## src/rtl/attach_user_deadlock_watchdog.sv

```systemverilog
// Deadlock watchdog: counts consecutive cycles the deadlock monitor reports a stall
// and raises a latched interrupt once the run length reaches the effective threshold.
module attach_user_deadlock_watchdog #(
  parameter int CNT_W  = 16,
  parameter int INFO_W = 4
) (
  input  logic              clock,
  input  logic              reset,
  input  logic              enable,
  input  logic [CNT_W-1:0]  threshold,
  input  logic              block,
  input  logic [INFO_W-1:0] axis_block_info,
  input  logic              irq_ack,
  input  logic              clr_stats,
  output logic              deadlock_irq,
  output logic [INFO_W-1:0] captured_info,
  output logic [7:0]        trip_count,
  output logic [CNT_W-1:0]  stall_cnt,
  output logic [2:0]        state
);

  typedef enum logic [2:0] {
    DISABLED = 3'd0,
    MONITOR  = 3'd1,
    SUSPECT  = 3'd2,
    TRIPPED  = 3'd3,
    RECOVER  = 3'd4
  } state_t;

  state_t            cur_state;
  state_t            nxt_state;
  logic [CNT_W-1:0]  thr_eff;
  logic [CNT_W-1:0]  thr_nxt;
  logic [CNT_W-1:0]  thr_sel;
  logic [CNT_W-1:0]  stall_nxt;
  logic [CNT_W-1:0]  stall_inc;
  logic              irq_nxt;
  logic [INFO_W-1:0] info_nxt;
  logic [7:0]        count_nxt;
  logic              trip;

  // A zero threshold would never trip, so it behaves as a single-cycle threshold.
  assign thr_sel   = (threshold == '0) ? CNT_W'(1) : threshold;
  assign stall_inc = stall_cnt + CNT_W'(1);
  assign state     = cur_state;

  always_ff @(posedge clock or negedge reset) begin
    if (!reset) cur_state <= DISABLED;
    else        cur_state <= nxt_state;
  end

  always_ff @(posedge clock or negedge reset) begin
    if (!reset) begin
      thr_eff       <= CNT_W'(1);
      stall_cnt     <= '0;
      deadlock_irq  <= 1'b0;
      captured_info <= '0;
      trip_count    <= '0;
    end else begin
      thr_eff       <= thr_nxt;
      stall_cnt     <= stall_nxt;
      deadlock_irq  <= irq_nxt;
      captured_info <= info_nxt;
      trip_count    <= count_nxt;
    end
  end

  // Disable overrides everything, including a pending trip or acknowledge.
  always_comb begin
    nxt_state = cur_state;
    thr_nxt   = thr_eff;
    stall_nxt = stall_cnt;
    irq_nxt   = deadlock_irq;
    info_nxt  = captured_info;
    count_nxt = trip_count;
    trip      = 1'b0;

    if (!enable) begin
      nxt_state = DISABLED;
      stall_nxt = '0;
      irq_nxt   = 1'b0;
      if (cur_state == DISABLED) thr_nxt = thr_sel;
    end else begin
      case (cur_state)
        DISABLED: begin
          thr_nxt   = thr_sel;
          stall_nxt = '0;
          nxt_state = MONITOR;
        end
        MONITOR: begin
          if (block) begin
            stall_nxt = CNT_W'(1);
            if (thr_eff == CNT_W'(1)) begin
              nxt_state = TRIPPED;
              trip      = 1'b1;
            end else begin
              nxt_state = SUSPECT;
            end
          end else begin
            stall_nxt = '0;
          end
        end
        SUSPECT: begin
          if (!block) begin
            nxt_state = MONITOR;
            stall_nxt = '0;
          end else begin
            stall_nxt = stall_inc;
            if (stall_inc == thr_eff) begin
              nxt_state = TRIPPED;
              trip      = 1'b1;
            end
          end
        end
        TRIPPED: begin
          if (irq_ack) begin
            nxt_state = RECOVER;
            irq_nxt   = 1'b0;
          end
        end
        RECOVER: begin
          // Stay here while the same stall episode persists so it cannot re-trip.
          stall_nxt = '0;
          if (!block) nxt_state = MONITOR;
        end
        default: begin
          nxt_state = DISABLED;
          stall_nxt = '0;
          irq_nxt   = 1'b0;
        end
      endcase
    end

    if (trip) begin
      irq_nxt  = 1'b1;
      info_nxt = axis_block_info;
    end

    if (clr_stats)
      count_nxt = trip ? 8'd1 : 8'd0;
    else if (trip && trip_count != 8'hFF)
      count_nxt = trip_count + 8'd1;
  end

endmodule

```

## config.mk

```make
export PLATFORM = sky130hd
export DESIGN_NAME = attach_user_deadlock_watchdog
export DESIGN_NICKNAME = d
export VERILOG_FILES = /design/src/rtl/attach_user_deadlock_watchdog.sv
export SDC_FILE = /design/constraint.sdc
export NUM_CORES = 1
export LEC_CHECK = 0
export ABC_AREA = 1
export BUFFER_PORTS_ARGS = -buffer_cell sky130_fd_sc_hd__buf_2
export CORE_MARGIN = 2
export CORE_UTILIZATION = 30
export DETAILED_ROUTE_END_ITERATION = 16
export HOLD_SLACK_MARGIN = 0.15
export PLACE_DENSITY = 0.53
export SYNTH_ARGS = -nofsm -noshare
export SYNTH_HDL_FRONTEND = slang
export SYNTH_SLANG_ARGS = --single-unit
```

## constraint.sdc

```tcl
create_clock -name clock -period 1.7 [get_ports clock]
set_input_delay 0.255 -clock clock [delete_from_list [all_inputs] [get_ports clock]]
set_output_delay 0.255 -clock clock [all_outputs]
set_load 0.02 [all_outputs]
```

==> impl_results.md <==
- First-pass GRT wire length: 13,900 um
- H-tree depth: 2
- CP max FO: 7
- Final setup vio count: 16
- Share of post-route cells with drive strength above 1: 31.9%
- Post-place instance area: 3910 sq um
- Worst relative slew slack: between 70% and 80%
- Pwr per Cell Area: 1100 nW/um^2
- Syn-to-layout area delta: 40.8%
- Worst min-delay path class: input port to register
- Leak: 2.06 nW
- Detailed Route WL: 8600 um
- Critical path arrival: about 2400 ps
- Reg-to-reg slack, setup: -460 ps
- Yosys warnings: 0
- Commonest cells post-synth: nand2_1 (119), nand3_1 (51), dfrtp_1 (47), inv_1 (47)
- Critical R2R Capture: state[1]
- Max-capacitance violation count: 0
- Vias: 3,120
- Detailed Place HPWL: 6670 um
- Count leader, synth: nand2_1
- Main synth FF type: dfrtp_1
- Cell Area, Synth: between 2000 and 3000 sq um
- Type of destination of the critical path: register
- Die Ht: 102 um
- Clk_lat worst skew: 310 ps
- Reg2Reg Depth: 15
- Final Critical Period: between 2000 and 2500 ps
- RSZ-0062 raised after global routing: yes
- Endpoints failing hold: 0
- Number of flops mapped to enable cells by yosys: 0
- Maximum root-to-sink buffer count: 2
- Status: complete, but fails checks
- Seq/Total Area, Yosys: 41.5%
- TNS Setup: -6500 ps
- Startpoint types: register
- Gr usage total: around 17%
- Setup CP Type: register to register
- Clock sink count: 48
- Design area: 4080 sq um
- Post-Syn Area per Cell: 7.19 sq um
- Dominant cell type by area after synthesis: dfrtp_1
- CTS Buf Count: 5
- Worst-path clk slew: 100 ps
- Antenna Nets Post-Route: 0
- Vias in the first global route: 2,901
- Avg WL per Cell: 12.9 um
- Design Power: 4.49 mW
- Max Clock Skew: 7.75 ps
- Tcrit/Tclk final: 127%
- Initial antenna violation count: 0
- Worst flop-to-flop path startpoint: stall_cnt[0]
- Core area: 9330 sq um
- Hold wc startpoint: threshold[4]
- I/O pins: 58
- Row count: 35
- Die Width: 102 um
- Largest cells by area after synthesis: dfrtp_1 (41%), nand2_1 (15%), nand3_1 (8.8%)
- Slew @ Worst Pin: ~430 ps
- Failing checks: negative setup slack
- Gr ovfl total: 0
- Async SR Flop Fraction: between 90% and 100%
- Port Buffers: between 50 and 60
- Vias per Instance: 4.67
- Largest net degree at the start of global routing: 49
- Syn Nets: around 430
- GP Congestion: 0.905
- Flop and latch count out of synthesis: between 40 and 50
- # diodes: 0
- Drt initial violations: 133
- Residual DRC: 0
- Gate Count Post-Synth: about 400
- CTS tree: done
- Fmax: 463 MHz
- Root buf cell: clkbuf_8
- Post-synth top area share: 40.6%
- Final WS setup: -461 ps
- Die Outline Area: ~10,000 sq um
- Max VDD drop: about 0.41 mV
- Post-synthesis cell type count: 32
- Drt pass-1 iters: 4
- Final nets: 566
- Starting Density: 31.1%
- Slew Limit Fails: 0
- Worst Hold End: thr_eff[4]
- Final core utilization: between 40 and 50%
- Worst Path Required: 1940 ps
- WHS Path Cells: 3
## kinds of logic (layout without fill, tap and decap cells)
family	count (synthesis)	after routing	synth area share (%)
AOI/OAI and AO/OA	47	47	8.72
xor gates and xnor gates	8	8	2.93
adders and majority gates	2	2	0.863
buffers and inverters	54	189	7.08
DFF	48	48	41.5
and+or+nand+nor	244	245	38.9
## flip-flops by register name (all words and copies together) (netlist names)
| signal | flops |
|---|---|
| stall_cnt | 16 |
| thr_eff | 16 |
| trip_count | 8 |
| captured_info | 4 |
| state | 3 |
| deadlock_irq | 1 |
## how the worst max path moves through the flow
stage | startpoint | to | slack, ps
after floorplan | stall_cnt[1] | trip_count[1] | -210
after global placement | stall_cnt[0] | trip_count[7] | -350
after detailed placement | stall_cnt[0] | trip_count[1] | -400
after CTS | stall_cnt[0] | trip_count[0] | -390
after global routing | stall_cnt[0] | state[1] | -600
final | stall_cnt[0] | state[1] | -460
## through the flow
stage / hold slack (ps) / setup slack [ps] / instances
2_1_floorplan: -40.6 / -209 / 403
3_3_place_gp: 266 / -350 / 654
3_5_place_dp: 270 / -403 / 654
4_1_cts: 160 / -387 / 666
5_1_grt: 174 / -605 / 668
6_report: 166 / -461 / 668
## metal layers
metal  global-route usage (%)  vias up  part of all wire, %
met5                        0        -                    0
met4                     5.03        0                  1.3
met3                     2.80        8                  2.9
met2                     26.6       59                   45
met1                     24.6     1455                   50
li1                         -     1598                    -
## layout by cell type (no fill, tap or decap), types with 2 or more instances in the layout
master | synthesis | routed
buf_12 | 0 | 2
nor3_1 | 9 | 9
nor2_4 | 3 | 4
nand2_1 | 119 | 117
xnor2_1 | 2 | 2
buf_4 | 0 | 71
nand2_2 | 1 | 2
o21ai_1 | 3 | 5
clkbuf_8 | 0 | 6
inv_1 | 47 | 47
buf_2 | 1 | 57
nor4_1 | 6 | 6
nand3_1 | 51 | 48
nand3_2 | 1 | 5
dfrtp_1 | 47 | 41
o21ai_0 | 30 | 28
nor2_2 | 6 | 5
nand4_1 | 11 | 11
nand2_4 | 3 | 4
nor2_1 | 30 | 30
xor2_1 | 5 | 5
o22ai_1 | 6 | 6
a21oi_1 | 5 | 5
dfrtp_2 | 0 | 6
## worst max-delay path, stage by stage (launching register included)
cell and delay [ps]:
dfrtp_2 430, ha_4 180, nand2_4 60, nor2_4 210, nand4_1 160, buf_4 170, nand3_1 70, nand2_1 70
nand2_2 80, nor2_2 50, nand3_2 80, nand2_4 90, buf_4 150, o21ai_4 160, nand2_1 70, o21ai_1 70
## area by class of cell
cell class,count,area (sq um)
Clock buffer,7,86.3
Clock inverter,1,8.76
Fill cell,941,5250
Inverter,49,185
Multi-Input combinational cell,302,1550
Sequential cell,48,1210
Tap cell,129,161
Timing Repair Buffer,132,880
## where the power goes
part	internal [mW]	switching (mW)
sequential	1.43	0.178
clock	0.335	0.408
combinational	0.965	1.17
## timing repair
item / in CTS / in global routing
endpoints found under the setup margin: 16 / 17
cloned: 1 / 0
endpoints found under the hold margin: 47 / 0
pin swaps: 1 / 4
buffers inserted: 2 / 2
gates resized for setup: 3 / 4
hold buffers: 1 / 0
(Power assumes the default switching activity.)
